`src/rtl/frame_scheduler_if.sv`:
```
// frame_scheduler_if: start/clear strobes, done handshakes and status between the scheduler and the datapath stages.
interface frame_scheduler_if #(
  parameter int FRAME_W = 16
);
  logic start_pulse, cap_full, fft_done, feat_done, pkt_done;
  logic cap_clear, cap_en, fft_start, feat_start, pkt_start, busy, err, led;
  logic [FRAME_W-1:0] frame_num;
  modport master (
    input  start_pulse, cap_full, fft_done, feat_done, pkt_done,
    output cap_clear, cap_en, fft_start, feat_start, pkt_start, frame_num, busy, err, led
  );
  modport slave (
    output start_pulse, cap_full, fft_done, feat_done, pkt_done,
    input  cap_clear, cap_en, fft_start, feat_start, pkt_start, frame_num, busy, err, led
  );
endinterface

```
`src/rtl/frame_scheduler.sv`:
```
// frame_scheduler: POR wait, then capture -> FFT -> features -> packet per frame, looping until stopped.
// Define STAGE_TIMEOUT_EN to add a per-stage done watchdog that raises a sticky err and returns to IDLE.
module frame_scheduler #(
  parameter int POR_CYCLES     = 120000,
  parameter int FRAME_W        = 16,
  parameter int TIMEOUT_CYCLES = 1048576
) (
  input logic               clk,
  input logic               btn_reset,
  frame_scheduler_if.master io_bus
);
  typedef enum logic [2:0] {S_POR, S_IDLE, S_CAP, S_FFT, S_FEAT, S_PKT} state_t;
  localparam int POR_W = (POR_CYCLES > 1) ? $clog2(POR_CYCLES) : 1;
  if (POR_CYCLES < 1 || TIMEOUT_CYCLES < 1) begin : g_bad_param
    $error("frame_scheduler: POR_CYCLES and TIMEOUT_CYCLES must be positive");
  end
  state_t             r_state, w_next;
  logic [POR_W-1:0]   r_por_cnt;
  logic [1:0]         r_cap_cnt;
  logic [FRAME_W-1:0] r_frame_num;
  logic r_run, r_stop_req, r_cap_clear, r_cap_en, r_fft_start, r_feat_start, r_pkt_start, r_busy;
  logic w_run, w_stop_req, w_inc, w_stage, w_done, w_timeout;
  assign w_stage = r_state inside {S_FFT, S_FEAT, S_PKT};
  assign w_done  = (r_state == S_FFT)  ? io_bus.fft_done  :
                   (r_state == S_FEAT) ? io_bus.feat_done :
                   (r_state == S_PKT)  ? io_bus.pkt_done  : 1'b0;
`ifdef STAGE_TIMEOUT_EN
  localparam int TO_W = $clog2(TIMEOUT_CYCLES + 1);
  logic [TO_W-1:0] r_to_cnt;
  logic            r_err;
  assign w_timeout = w_stage && !w_done && r_to_cnt == TO_W'(TIMEOUT_CYCLES - 1);
  always_ff @(posedge clk or posedge btn_reset)
    if (btn_reset) begin
      r_to_cnt <= '0;
      r_err    <= 1'b0;
    end else begin
      r_to_cnt <= (w_next != r_state) ? '0 : r_to_cnt + TO_W'(1);
      r_err    <= r_err | w_timeout;
    end
  assign io_bus.err = r_err;
`else
  assign w_timeout  = 1'b0;
  assign io_bus.err = 1'b0;
`endif
  always_comb begin
    w_next     = r_state;
    w_run      = r_run;
    w_stop_req = r_stop_req | (w_stage & io_bus.start_pulse);
    w_inc      = 1'b0;
    if (w_timeout) begin
      w_next     = S_IDLE;
      w_run      = 1'b0;
      w_stop_req = 1'b0;
    end else
      case (r_state)
        S_POR:  if (r_por_cnt == POR_W'(POR_CYCLES - 1)) w_next = S_IDLE;
        S_IDLE: if (io_bus.start_pulse) begin
          w_next = S_CAP;
          w_run  = 1'b1;
        end
        // cap_full may still be high from the previous frame until the cleared pointer propagates
        S_CAP:  if (io_bus.start_pulse) begin
          w_next = S_IDLE;
          w_run  = 1'b0;
        end else if (io_bus.cap_full && r_cap_cnt == 2'd2) w_next = S_FFT;
        S_FFT:  if (w_done) w_next = S_FEAT;
        S_FEAT: if (w_done) w_next = S_PKT;
        S_PKT:  if (w_done) begin
          w_inc      = 1'b1;
          w_next     = w_stop_req ? S_IDLE : S_CAP;
          w_run      = !w_stop_req;
          w_stop_req = 1'b0;
        end
        default: w_next = S_POR;
      endcase
  end
  always_ff @(posedge clk or posedge btn_reset)
    if (btn_reset) begin
      r_state      <= S_POR;
      r_por_cnt    <= '0;
      r_cap_cnt    <= 2'd0;
      r_frame_num  <= '0;
      r_run        <= 1'b0;
      r_stop_req   <= 1'b0;
      r_cap_clear  <= 1'b0;
      r_cap_en     <= 1'b0;
      r_fft_start  <= 1'b0;
      r_feat_start <= 1'b0;
      r_pkt_start  <= 1'b0;
      r_busy       <= 1'b0;
    end else begin
      r_state      <= w_next;
      r_por_cnt    <= (r_state == S_POR) ? r_por_cnt + POR_W'(1) : '0;
      r_cap_cnt    <= (r_state != S_CAP) ? 2'd0 : (r_cap_cnt == 2'd2) ? 2'd2 : r_cap_cnt + 2'd1;
      r_frame_num  <= r_frame_num + FRAME_W'(w_inc);
      r_run        <= w_run;
      r_stop_req   <= w_stop_req;
      r_cap_clear  <= w_next == S_CAP  && r_state != S_CAP;
      r_cap_en     <= w_next == S_CAP  && r_state == S_CAP;
      r_fft_start  <= w_next == S_FFT  && r_state != S_FFT;
      r_feat_start <= w_next == S_FEAT && r_state != S_FEAT;
      r_pkt_start  <= w_next == S_PKT  && r_state != S_PKT;
      r_busy       <= w_next inside {S_FFT, S_FEAT, S_PKT};
    end
  assign io_bus.cap_clear  = r_cap_clear;
  assign io_bus.cap_en     = r_cap_en;
  assign io_bus.fft_start  = r_fft_start;
  assign io_bus.feat_start = r_feat_start;
  assign io_bus.pkt_start  = r_pkt_start;
  assign io_bus.frame_num  = r_frame_num;
  assign io_bus.busy       = r_busy;
  assign io_bus.led        = r_run;
endmodule
```
`src/flat_wrapper.sv`:
```
// flat-port wrapper written by rule: the top's interface ports become plain ports
module frame_scheduler_flat 
#(
  parameter int POR_CYCLES     = 120000,
  parameter int FRAME_W        = 16,
  parameter int TIMEOUT_CYCLES = 1048576
)
  (clk, btn_reset, io_bus_start_pulse, io_bus_cap_full, io_bus_fft_done, io_bus_feat_done, io_bus_pkt_done, io_bus_cap_clear, io_bus_cap_en, io_bus_fft_start, io_bus_feat_start, io_bus_pkt_start, io_bus_frame_num, io_bus_busy, io_bus_err, io_bus_led);
  frame_scheduler_if #(.FRAME_W(FRAME_W)) io_bus_i ();
  input logic clk;
  input logic btn_reset;
  input wire logic [$bits(io_bus_i.start_pulse)-1:0] io_bus_start_pulse;
  input wire logic [$bits(io_bus_i.cap_full)-1:0] io_bus_cap_full;
  input wire logic [$bits(io_bus_i.fft_done)-1:0] io_bus_fft_done;
  input wire logic [$bits(io_bus_i.feat_done)-1:0] io_bus_feat_done;
  input wire logic [$bits(io_bus_i.pkt_done)-1:0] io_bus_pkt_done;
  output wire logic [$bits(io_bus_i.cap_clear)-1:0] io_bus_cap_clear;
  output wire logic [$bits(io_bus_i.cap_en)-1:0] io_bus_cap_en;
  output wire logic [$bits(io_bus_i.fft_start)-1:0] io_bus_fft_start;
  output wire logic [$bits(io_bus_i.feat_start)-1:0] io_bus_feat_start;
  output wire logic [$bits(io_bus_i.pkt_start)-1:0] io_bus_pkt_start;
  output wire logic [$bits(io_bus_i.frame_num)-1:0] io_bus_frame_num;
  output wire logic [$bits(io_bus_i.busy)-1:0] io_bus_busy;
  output wire logic [$bits(io_bus_i.err)-1:0] io_bus_err;
  output wire logic [$bits(io_bus_i.led)-1:0] io_bus_led;
  assign io_bus_i.start_pulse = io_bus_start_pulse;
  assign io_bus_i.cap_full = io_bus_cap_full;
  assign io_bus_i.fft_done = io_bus_fft_done;
  assign io_bus_i.feat_done = io_bus_feat_done;
  assign io_bus_i.pkt_done = io_bus_pkt_done;
  assign io_bus_cap_clear = io_bus_i.cap_clear;
  assign io_bus_cap_en = io_bus_i.cap_en;
  assign io_bus_fft_start = io_bus_i.fft_start;
  assign io_bus_feat_start = io_bus_i.feat_start;
  assign io_bus_pkt_start = io_bus_i.pkt_start;
  assign io_bus_frame_num = io_bus_i.frame_num;
  assign io_bus_busy = io_bus_i.busy;
  assign io_bus_err = io_bus_i.err;
  assign io_bus_led = io_bus_i.led;
  frame_scheduler #(.POR_CYCLES(POR_CYCLES), .FRAME_W(FRAME_W), .TIMEOUT_CYCLES(TIMEOUT_CYCLES)) u_core (.clk(clk), .btn_reset(btn_reset), .io_bus(io_bus_i));
endmodule
```
`config.mk`:
```
export PLATFORM = sky130hd
export DESIGN_NAME = frame_scheduler_flat
export DESIGN_NICKNAME = d
export VERILOG_FILES = /design/src/rtl/frame_scheduler_if.sv /design/src/rtl/frame_scheduler.sv /design/src/flat_wrapper.sv
export SDC_FILE = /design/constraint.sdc
export NUM_CORES = 1
export LEC_CHECK = 0
export ABC_AREA = 1
export CORE_MARGIN = 2
export CORE_UTILIZATION = 30
export DETAILED_ROUTE_END_ITERATION = 16
export HOLD_SLACK_MARGIN = 0.1
export PLACE_DENSITY = 0.51
export SLEW_MARGIN = 20
export SYNTH_ARGS = -nofsm -noshare
export SYNTH_HDL_FRONTEND = slang
export SYNTH_SLANG_ARGS = --single-unit
```
`constraint.sdc`:
```
create_clock -name clk -period 2.5 [get_ports clk]
set_input_delay 0.5 -clock clk [delete_from_list [all_inputs] [get_ports clk]]
set_output_delay 0.5 -clock clk [all_outputs]
set_load 0.05 [all_outputs]
```
==> results of run 1 <==
final cells by class:
class	instances	area, um2	area share [%]
Clock inverter	3	48.8	1.71
Sequential cell	46	1150	40.4
Multi-Input combinational cell	185	992	34.8
Timing Repair Buffer	32	325	11.4
Clock buffer	5	68.8	2.41
Tap cell	99	124	4.34
Inverter	38	143	5.00
layer usage:
layer	vias to the layer above	share of wire, %
li1	921	-
met1	850	50
met2	31	45
met5	-	0
met4	0	1.4
met3	4	3.3
cells by family (layout without fill, tap and decap cells):
| family | after synthesis | in the layout | share of synthesized area [%] |
|---|---|---|---|
| other | 1 | 1 | 0.162 |
| and+or+nand+nor | 149 | 149 | 30.0 |
| buffers and inverters | 41 | 78 | 7.20 |
| xor gates and xnor gates | 20 | 20 | 7.58 |
| adders and majority gates | 5 | 5 | 2.71 |
| AOI/OAI and AO/OA | 10 | 10 | 2.55 |
| DFF | 46 | 46 | 49.8 |
synth_stat cells, drive strengths merged (2+ instances only):
master,number
o21ai,4
xnor2,3
ha,5
nor3,19
nand3,19
nand2,56
nor3b,4
buf,3
nand4,6
dfrtp,46
xor2,17
nor2,44
inv,38
a21oi,2
registers in the layout (all words and copies together), names as in the netlist, 2 cells and up:
register / cells
u_core.r_cap_cnt: 2
u_core.r_state: 3
u_core.io_bus.frame_num: 16
u_core.r_por_cnt: 17
power groups by stage:
stage	Sequential (mW)	Clock, mW	Combinational, mW
3_3_place_gp	0.967	0	0.748
5_1_grt	0.969	0.627	0.848
4_1_cts	0.951	0.600	0.750
6_report	0.950	0.575	0.734
2_1_floorplan	1.04	0	0.487
3_5_place_dp	0.965	0	0.749
worst paths after layout:
check,start,to,slack (ns)
max in group asynchronous,btn_reset,u_core.r_por_cnt[13],1.45
max,io_bus_pkt_done,u_core.io_bus.frame_num[14],0.37
max reg2reg,u_core.r_state[1],u_core.io_bus.frame_num[14],0.40
min in group asynchronous,btn_reset,u_core.io_bus.frame_num[5],0.54
min reg2reg,u_core.r_por_cnt[0],u_core.r_por_cnt[0],0.49
min,u_core.r_por_cnt[0],u_core.r_por_cnt[0],0.49
worst register-to-register path, delay by kind of cell (launching register included):
family | cells | cell delay, ns
XOR/XNOR | 1 | 0.15
flip-flops | 1 | 0.46
adder cells (fa/ha/maj) | 2 | 0.35
AND/OR/NAND/NOR | 6 | 0.98
buffers and inverters | 1 | 0.10
stage by stage:
stage | area (um2) | power (mW)
2_1_floorplan | 2310 | 1.53
3_3_place_gp | 2740 | 1.72
3_5_place_dp | 2740 | 1.71
4_1_cts | 2850 | 2.30
5_1_grt | 2850 | 2.44
6_report | 2850 | 2.26
==> qor.txt, run 1 <==
Outcome -> finished, final reports clean
Routability cong. -> 0.791
Critical path's slowest cell -> clkdlybuf4s50_1
Hold Path Class -> flop to flop
Vias per std cell -> 4.43
Vias in the first global route -> 1784
Avg WL per Cell -> 11.1 um
Hold-fix buffers, CTS -> 0
Setup violators final -> 0
Crit path max-delay family -> simple AND/OR/NAND/NOR gates
Cts repair resizes -> 0
Fin util -> 38.7%
Post-synth top flop -> dfrtp_1
Critical path fanouts, max -> 3
Sequential share of the synthesized area -> 49.8%
WP data arrival -> 2.36 ns
Switch share -> 38.6%
Int Pwr -> 1.39 mW
Total number of vias -> 1806
Post-Syn Area per Cell -> 8.49 um2
Power Dens Cells -> 792 mW/mm2
RSZ-0062 raised after global routing -> false
Max VDD drop -> 0.000325 V
Period utilization -> 85.1%
Startpoint types -> input pin
Final ANT Viol Nets -> 0
Die Ht -> 91.7 um
Synth top area cells -> dfrtp_1, nand2_1, xor2_1
Row count -> 31
Maximum clock rate -> 470 MHz
Starting density of the core -> 31.3%
Mapped Area -> 0.00231 mm2
Crit path cell chain -> clkdlybuf4s50_1, nand3_1, inv_1, ha_1, ha_1, nand3_1, nor3_2, nand2_1, nor3_2, xor2_1
I/O Buffers -> 29
Worst EP required -> 2.73 ns
Most frequent cells in the layout -> nand2_1, dfrtp_1, nor2_1
Total track usage -> 11.6%
Filler cells -> 800
Worst slew pin tran -> 0.516 ns
H-tree levels -> 2
Fin. max-slew vios -> 0
Setup tns final -> 0 ns
Layout Nets -> 320
P&R area growth vs syn -> 23.5%
Hold Vio Cnt, Final -> 0
Clock sink total -> 46
Worst Hold Depth -> 1
Met2 usage -> 18.4%
Num ports -> 31
Reg2reg path depth -> 10
Finished Layout Cells -> 408
Min Hold Slack -> 0.489 ns
Setup CP Type -> input pin to flop
Post-CTS setup buffer count -> 0
First-pass GRT wire length -> 8000 um
CTS tree -> built
Combinational Power Share -> 32.5%
Drt first-iter violations -> 85
Max-cap violations -> 0
Cell count after synthesis -> 272
Max clock buf depth -> 2
Post-synth EDFFs -> 0
Switching power -> 0.871 mW
Initial antenna violation count -> 0
Yosys warnings -> 0
Netlist cell types -> 29
Seq pwr share -> 42.1%
Delay of the slowest critical-path stage -> 0.50 ns
Clock root buffer -> clkbuf_8
Critical path depth -> 10
Post-place setup slack -> 0.0420 ns
Largest net degree at the start of global routing -> 25
Die area -> 0.00842 mm2
Cts bufs inserted -> 5
Inst Count DP -> 400
GRT busiest layer -> met2
Die width -> 91.7 um
Worst Slack Setup Final -> 0.373 ns
Share of the synthesized area in the top cell type -> 49.8%
Skew final -> 0.00394 ns
DRC errors left -> 0
Most common cell after layout, fill and taps aside -> nand2_1
Ys async rst share -> 100%
Congestion Overflow GR -> 0
Pleak -> 1.38 nW
Slew headroom -> 65.5%
Syn Nets -> 284
Share of layout cells above drive strength 1 -> 9.06%
Critical path endpoint category -> flop
Latest clock arrival within the worst-skew pair -> 0.30 ns
Fin crit period -> 2.13 ns
Critical path buffers and inverters -> 2
Clk slew on worst S/H paths -> 0.09 ns
Leading area contributor after synthesis -> dfrtp_1
Hpwl dp -> 3430 um
# diodes -> 0
Synthesis-stage register bit count -> 46
Met1 usage -> 15.9%
Core area -> 0.00737 mm2
Drt first pass iters -> 4
Clock share of power -> 25.5%
WL final -> 4530 um
Met3 usage -> 2.22%
(Power assumes the default switching activity.)
==> run 2: changes to the inputs <==
--- a/config.mk
+++ b/config.mk
@@ -9,7 +9,6 @@
 export CORE_MARGIN = 2
 export CORE_UTILIZATION = 30
 export DETAILED_ROUTE_END_ITERATION = 16
-export HOLD_SLACK_MARGIN = 0.1
 export PLACE_DENSITY = 0.51
 export SLEW_MARGIN = 20
 export SYNTH_ARGS = -nofsm -noshare
==> results of run 2 <==
No change in the layout: final DEF, timing and power equal those of run 1.
